<file path="config.mk">
export PLATFORM = sky130hd
export DESIGN_NAME = vmode_selector
export DESIGN_NICKNAME = d
export VERILOG_FILES = /design/src/rtl/vmode_selector.sv
export SDC_FILE = /design/constraint.sdc
export NUM_CORES = 1
export LEC_CHECK = 0
export BUFFER_PORTS_ARGS = -buffer_cell sky130_fd_sc_hd__clkbuf_2
export CAP_MARGIN = 40
export CORE_MARGIN = 4
export CORE_UTILIZATION = 40
export DETAILED_ROUTE_END_ITERATION = 8
export PLACE_DENSITY = 0.58
export SETUP_SLACK_MARGIN = 0.5
export SLEW_MARGIN = 20
export SYNTH_ARGS = -nofsm -noshare
export SYNTH_HDL_FRONTEND = slang
export SYNTH_SLANG_ARGS = --single-unit
</file>
<file path="constraint.sdc">
create_clock -name clkvideo -period 2.3 [get_ports clkvideo]
set_input_delay 0.115 -clock clkvideo [delete_from_list [all_inputs] [get_ports clkvideo]]
set_output_delay 0.115 -clock clkvideo [all_outputs]
set_load 0.03 [all_outputs]
</file>
<file path="src/rtl/vmode_selector.sv">
// Purpose : debounced next/prev front-panel buttons step the 4-bit palette mode, applied only at frame starts.
// Latency : button low -> press event after 2 + DEBOUNCE_CYCLES cycles; vmode updates the cycle after a vsync rise.
// Backpressure: none; a press overwrites the single pending request slot (latest press wins).
// Ports   : clkvideo, reset_n (async, active-low), vsync (frame sync), btn_next_n / btn_prev_n (raw, active-low),
//           vmode[3:0] (registered mode), mode_changed (1-cycle pulse with each new vmode).
// Option  : define VMODE_AUTOCYCLE_EN for demo mode (automatic "next" after AUTOCYCLE_FRAMES idle frames).
module vmode_selector #(
  parameter int DEBOUNCE_CYCLES  = 65536,
  parameter int NUM_MODES        = 11,
  parameter int RESET_MODE       = 0,
  parameter int AUTOCYCLE_FRAMES = 600
) (
  input  logic       clkvideo,
  input  logic       reset_n,
  input  logic       vsync,
  input  logic       btn_next_n,
  input  logic       btn_prev_n,
  output logic [3:0] vmode,
  output logic       mode_changed
);

  localparam int            CW        = (DEBOUNCE_CYCLES > 1) ? $clog2(DEBOUNCE_CYCLES) : 1;
  localparam logic [CW-1:0] CNT_LAST  = CW'(DEBOUNCE_CYCLES - 1);
  localparam logic [3:0]    MODE_LAST = 4'(NUM_MODES - 1);
  localparam logic [3:0]    MODE_RST  = 4'(RESET_MODE);

  // Elaboration-time guard against illegal parameter combinations.
  if (NUM_MODES < 2 || NUM_MODES > 16 || RESET_MODE < 0 || RESET_MODE >= NUM_MODES ||
      DEBOUNCE_CYCLES < 1 || AUTOCYCLE_FRAMES < 1) begin : g_param_check
    $fatal(1, "vmode_selector: illegal parameter combination");
  end

  typedef enum logic [1:0] {RELEASED, PRESS_WAIT, HELD, RELEASE_WAIT} db_state_t;
  typedef enum logic [1:0] {REQ_NONE, REQ_NEXT, REQ_PREV} req_t;

  // Index 0 = next button, index 1 = prev button.
  logic [1:0] btn_n;
  logic [1:0] sync_a;
  logic [1:0] sync_b;
  logic [1:0] press;

  assign btn_n = {btn_prev_n, btn_next_n};

  // Two-flop synchroniser; idles at 1 (released) so reset never fakes a press.
  always_ff @(posedge clkvideo or negedge reset_n) begin
    if (!reset_n) begin
      sync_a <= 2'b11;
      sync_b <= 2'b11;
    end else begin
      sync_a <= btn_n;
      sync_b <= sync_a;
    end
  end

  for (genvar g = 0; g < 2; g++) begin : g_db
    db_state_t     st;
    logic [CW-1:0] cnt;

    always_ff @(posedge clkvideo or negedge reset_n) begin
      if (!reset_n) begin
        st  <= RELEASED;
        cnt <= '0;
      end else begin
        case (st)
          RELEASED: begin
            if (!sync_b[g]) begin
              st  <= PRESS_WAIT;
              cnt <= '0;
            end
          end
          PRESS_WAIT: begin
            if (sync_b[g])             st  <= RELEASED;
            else if (cnt == CNT_LAST)  st  <= HELD;
            else                       cnt <= cnt + 1'b1;
          end
          HELD: begin
            if (sync_b[g]) begin
              st  <= RELEASE_WAIT;
              cnt <= '0;
            end
          end
          RELEASE_WAIT: begin
            if (!sync_b[g])            st  <= HELD;
            else if (cnt == CNT_LAST)  st  <= RELEASED;
            else                       cnt <= cnt + 1'b1;
          end
          default: begin
            st  <= RELEASED;
            cnt <= '0;
          end
        endcase
      end
    end

    // The press event is the cycle in which the PRESS_WAIT -> HELD transition is taken;
    // the counter stops at CNT_LAST because the state leaves before it could advance further.
    assign press[g] = (st == PRESS_WAIT) && !sync_b[g] && (cnt == CNT_LAST);
  end

  logic vsync_d;
  logic vsync_edge;
  logic auto_step;
  req_t pending;
  logic step_next;
  logic step_prev;

  assign vsync_edge = vsync & ~vsync_d;

`ifdef VMODE_AUTOCYCLE_EN
  localparam int            FW       = $clog2(AUTOCYCLE_FRAMES + 1);
  localparam logic [FW-1:0] FRM_LAST = FW'(AUTOCYCLE_FRAMES - 1);

  logic [FW-1:0] frame_cnt;

  // Fires on the vsync edge that brings the idle-frame count up to AUTOCYCLE_FRAMES.
  assign auto_step = vsync_edge && (frame_cnt == FRM_LAST);

  always_ff @(posedge clkvideo or negedge reset_n) begin
    if (!reset_n)        frame_cnt <= '0;
    else if (|press)     frame_cnt <= '0;
    else if (vsync_edge) frame_cnt <= auto_step ? '0 : frame_cnt + 1'b1;
  end
`else
  assign auto_step = 1'b0;
`endif

  // A button request always beats the automatic step.
  assign step_next = vsync_edge && ((pending == REQ_NEXT) || ((pending == REQ_NONE) && auto_step));
  assign step_prev = vsync_edge && (pending == REQ_PREV);

  always_ff @(posedge clkvideo or negedge reset_n) begin
    if (!reset_n) begin
      vsync_d      <= 1'b0;
      vmode        <= MODE_RST;
      mode_changed <= 1'b0;
      pending      <= REQ_NONE;
    end else begin
      vsync_d      <= vsync;
      mode_changed <= step_next | step_prev;

      if (step_next)      vmode <= (vmode == MODE_LAST) ? 4'd0 : vmode + 4'd1;
      else if (step_prev) vmode <= (vmode == 4'd0) ? MODE_LAST : vmode - 4'd1;

      // A press arriving with the vsync edge survives into the next frame,
      // since the edge has already consumed the old request above.
      case (press)
        2'b11:   pending <= REQ_NONE;
        2'b01:   pending <= REQ_NEXT;
        2'b10:   pending <= REQ_PREV;
        default: if (vsync_edge) pending <= REQ_NONE;
      endcase
    end
  end

endmodule

</file>
---- Yosys cells after proc, flatten, opt, wreduce, memory -nomap -nowiden ----
Cells that the tools add are included.
storage, ports and cells
  register bits ........................... 48
  input port bits ......................... 5
  output and inout bits ................... 5
  word-level logic and storage cells ...... 92
cells by class
  add/sub/neg operators ................... 4
  eq/ne operators ......................... 26
  mux-type cells .......................... 32
  bitwise operators ....................... 3
  reduce and logical (&&, ||, !) cells .... 17
operators with widths
  operator                                                            count
  16-bit 2-to-1 mux                                                   10
  16-bit one-hot mux with 4 select lines                              2
  16-bit by 1-bit adder with 16-bit output, second input constant     2
  16-bit == test, second input constant                               2
  2-bit 2-to-1 mux                                                    13
  4-bit 2-to-1 mux                                                    4
  2-bit != test, second input constant                                8
  2-bit one-hot mux with 4 select lines                               2
  4-bit AND reduction                                                 4
  2-bit == test, second input constant                                7
  3-bit != test, second input constant                                4
  2-bit by 1-bit == test with 1-bit output, second input constant     4
  1-bit logical AND                                                   6
  2-bit one-hot mux with 3 select lines                               1
  4-bit by 1-bit adder with 4-bit output, second input constant       1
  4-bit == test, second input constant                                1
  2-bit logical NOT                                                   2
  4-bit logical NOT                                                   1
  4-bit nonzero test                                                  1
  4-bit by 1-bit subtractor with 4-bit output, second input constant  1
  1-bit logical NOT                                                   2
  2-bit nonzero test                                                  1
  1-bit bitwise AND                                                   1
  1-bit inverter                                                      1
  1-bit OR                                                            1

---- Depth between registers and ports, before layout ----
  depth after elaboration ................. 5
  gate-level depth with buffers ........... 8
  mapped depth without buffers ............ 8

---- Worst setup path after synthesis ----
OpenSTA, ideal clock, no wires.
  kind .................................... reg-to-reg
  from .................................... register g_db[1].cnt[0]
  to ...................................... register pending[0]
  setup time .............................. 0.125 ns
  arrival ................................. 2.199 ns
  required time ........................... 2.175 ns
  setup slack ............................. -0.024 ns
  stages on the path, launching flop included .. 9
  buffers on the path ..................... 0
  period minus slack after synthesis ...... 2.324 ns
  cell sequence ........................... dfrtp_1 ha_1 nand2_1 nor4_1 nand3_1 or3_1 ha_1 nand3b_1 mux2_2
between the ends
  word-level cells in the longest chain between the ends .. 4
  elaborated cells on any way between the ends .. 7
  those cells by class .................... eq/ne: 4; mux: 1; reduce/logical: 2
RTL lines
  what                                                                                RTL line  text
  from (decl)                                                                         57        logic [CW-1:0] cnt;
  from (signal assigned)                                                              74        else cnt <= cnt + 1'b1;
  from (signal assigned)                                                              85        else cnt <= cnt + 1'b1;
  16-bit == test *                                                                    97        assign press[g] = (st == PRESS_WAIT) && !sync_b[g] && (cnt == CNT_LAST);
  1-bit logical AND *                                                                 97
  2-bit == test / 2-bit by 1-bit == test with 1-bit output (equally long branches)    146       case (press)
  2-bit one-hot mux with 3 select lines / 4-bit nonzero test (equally long branches)  n/a
  to (signal assigned)                                                                147       2'b11: pending <= REQ_NONE;
  to (signal assigned)                                                                148       2'b01: pending <= REQ_NEXT;
  to (signal assigned)                                                                149       2'b10: pending <= REQ_PREV;
  to (decl)                                                                           103       req_t pending;
Every way passes the cells marked *; elsewhere a longest branch is shown, timed or not.
A chain may end at the register's enable or synchronous reset.

---- Worst setup path after layout ----
  from .................................... register g_db[1].cnt[9]
  to ...................................... register pending[0]
Same word-level chain as after synthesis.

==> impl_metrics.tcl <==
set metrics [dict create \
    gr-usage-all-layers 0.172 \
    min_period_over_period 0.955 \
    clkPwrFrac 0.359 \
    status "finished clean" \
    clk_pin_slew_ns 0.09 \
    yosysTopAreaCell "dfrtp_1" \
    critPathRequiredTime_ns 2.49 \
    cp_max_fo 3 \
    vias_per_cell 5.79 \
    crit_arrival_ns 2.38 \
    stdcell_count 466 \
    grt_pass1_wl_um 12200 \
    combinationalPowerShare 0.113 \
    switching_share 0.252 \
    r2r-start "g_db[1].cnt[9]" \
    synth-edff-count 0 \
    initial_core_util 0.418 \
    fp.dieW_um 93.0 \
    antenna_found_initial 0 \
    synthTopCellsByArea "dfrtp_1 (38%), nand2_1 (4.7%), nand3_1 (4.0%), ha_1 (3.9%), dfstp_2 (3.6%)" \
    ctsLongestPathBuffers 2 \
    syn2layout_area_growth_pct 28.9 \
    min_to "sync_b[0]" \
    grt_start_max_net_pins 49 \
    p_leak_nw 1.51 \
    async_flop_share 1.00 \
    nFillCells 626 \
    critPathTopFamily "simple AND/OR/NAND/NOR gates" \
    fmax_ghz 0.455 \
    end_kind "register" \
    placed_cells 432 \
    layout-drive-gt1-share 0.300 \
    fin_tns_setup_ns 0 \
    hold_depth 0 \
    cts_buffers 5 \
    grt_pass1_vias 2553 \
    hp-class "register to register" \
    seqPwrFrac 0.528 \
    vias 2698 \
    finalCriticalPeriod_ns 2.20 \
    synth_top_area_frac 0.381 \
    slew_headroom 0.575 \
    crit_start "g_db[1].cnt[9]" \
    cts-htree-levels 2 \
    yosysMostFrequentCell "dfrtp_1" \
    regToRegEndpoint "pending[0]" \
    reg2reg_depth 8 \
    die_area_um2 8650 \
    ys_seq_area_frac 0.417 \
    hp-start "sync_a[0]" \
    final_cell_area_um2 3720 \
    synth_area_um2 2890 \
    ys.flop_type "dfrtp_1" \
    clock-sinks 48 \
    synth_area_per_cell_um2 9.06 \
    path_buf_inv 1 \
    multi_input_area_um2 1790 \
    clk_latency_ns 0.31 \
    num_rows 30 \
    register_area_um2 1210 \
    report.final.slew_viol_count 0 \
    final_nets 383 \
    place_hpwl_um 4770 \
    num_io_pins 10 \
    wl_per_cell_um 16.0 \
    ys_warn_count 0 \
    synth-seq-cells 48 \
    synthCells 319 \
    regToRegSetupSlack_ns 0.10 \
    grt_setup_unrepaired "yes" \
    timing.final.ws_setup_ns 0.104 \
    die_h_um 93.0 \
    cp_slowest_cell "dfrtp_1" \
    portBuffers 9 \
    cts-root-buf "clkbuf_8" \
    tritoncts "built" \
    placed_area_um2 3210 \
    core_area_um2 6910 \
    drc_errors 0 \
    ir_worst_vdd_mv 0.355 \
    synthTopCellsByCount "dfrtp_1 (44), nand2_1 (36), nand3_1 (23)" \
    drtIter0Drc 140 \
    crit_chain "nand3_4 -> nor4_4 -> nand3_2 -> buf_4 -> nor3_1 -> ha_1 -> nand3b_1 -> mux2_4" \
    setup.worst_path.start_class "register" \
    yosys.cell_types.count 57 \
    overflow 0 \
    p_sw_mw 0.435 \
    post-place-ws_ns 0.0346 \
    drt-pass1-iter-count 4 \
    worstMarginPinSlew_ns 0.637 \
    internal_power_mw 1.29 \
    max_cap_viol_count 0 \
    skew_ns 0.0140 \
    wl_um 7440 \
    setup_viol 0 \
    worst-setup-path-type "register to register" \
    powerDensity_nw_per_um2 462 \
    postSynthNetCount 333 \
    finalHoldViolCount 0 \
    drt.antenna.violating_nets 0 \
    n_antenna_cell 0 \
    gp_congestion 0.832 \
    slowest_delay_ns 0.41 \
]
## timing repair
item / CTS / global route
buffers inserted: 11 / 11
hold buffers: 4 / 0
endpoints found under the hold margin: 47 / 0
pin swaps: 8 / 14
setup endpoints to repair: 16 / 23
gates resized for setup: 13 / 28
## kinds of logic after synthesis
logic type,count (synthesis),synth area share
xor+xnor,5,0.0178
compound gates,79,0.186
simple gates,137,0.261
buf+inv,30,0.0394
mux,11,0.0394
fa+ha+maj,9,0.0390
flops,48,0.417
## routing by layer
metal,global-route usage,up-vias,share of wire
li1,-,1302,-
met1,0.242,1319,0.47
met2,0.275,62,0.47
met3,0.0290,15,0.037
met4,0.0464,0,0.017
met5,0,-,0
## worst max-delay path by stage
stage	to	slack, ns	cells after the start
2_1_floorplan	pending[0]	0.16	7
3_3_place_gp	pending[1]	0.08	8
3_5_place_dp	pending[0]	0.03	8
4_1_cts	pending[0]	0.11	8
5_1_grt	pending[0]	0.02	8
6_report	pending[0]	0.10	8
## placed cells by master, fill, tap and decap left out, types with 7 or more instances in the layout
master | synthesis | layout
ha_1 | 9 | 7
o211ai_1 | 10 | 10
nand3_1 | 23 | 20
nand2_1 | 36 | 34
o21ai_0 | 11 | 11
inv_1 | 14 | 14
nor3_1 | 9 | 7
mux2i_1 | 8 | 8
o31ai_1 | 7 | 7
nand4_1 | 8 | 8
nor2_1 | 12 | 11
buf_4 | 0 | 43
a21oi_1 | 19 | 16
clkbuf_2 | 0 | 9
dfrtp_1 | 44 | 42
## flip-flops by register name (all words and copies together) (netlist names), named ones only
signal / count
vsync_d: 1
pending: 2
g_db.st: 2
sync_a: 2
mode_changed: 1
vmode: 4
g_db.cnt: 32
sync_b: 2
## power groups by stage
stage	clock network [mW]	logic (mW)	registers, mW
2_1_floorplan	0	0.0855	0.921
3_3_place_gp	0	0.154	0.922
3_5_place_dp	0	0.157	0.924
4_1_cts	0.642	0.177	0.910
5_1_grt	0.675	0.223	0.914
6_report	0.617	0.195	0.909
## final cells by class
cell class | count | share of cell area
clock inverters | 2 | 0.00941
clock buffers | 6 | 0.0195
repair buffers | 59 | 0.121
well taps | 96 | 0.0322
multi-input cells | 241 | 0.479
inverters | 14 | 0.0141
flip-flops and latches | 48 | 0.324
## per-stage QoR
step	utilization	total power [mW]	hold slack (ns)
floorplan	-	1.01	-0.181
global placement	0.464	1.08	0.203
detailed placement	0.464	1.08	0.204
CTS	0.507	1.73	0.361
global route	0.539	1.81	0.364
finish	0.539	1.72	0.360
Note: power is estimated with default switching activity, not from simulation.
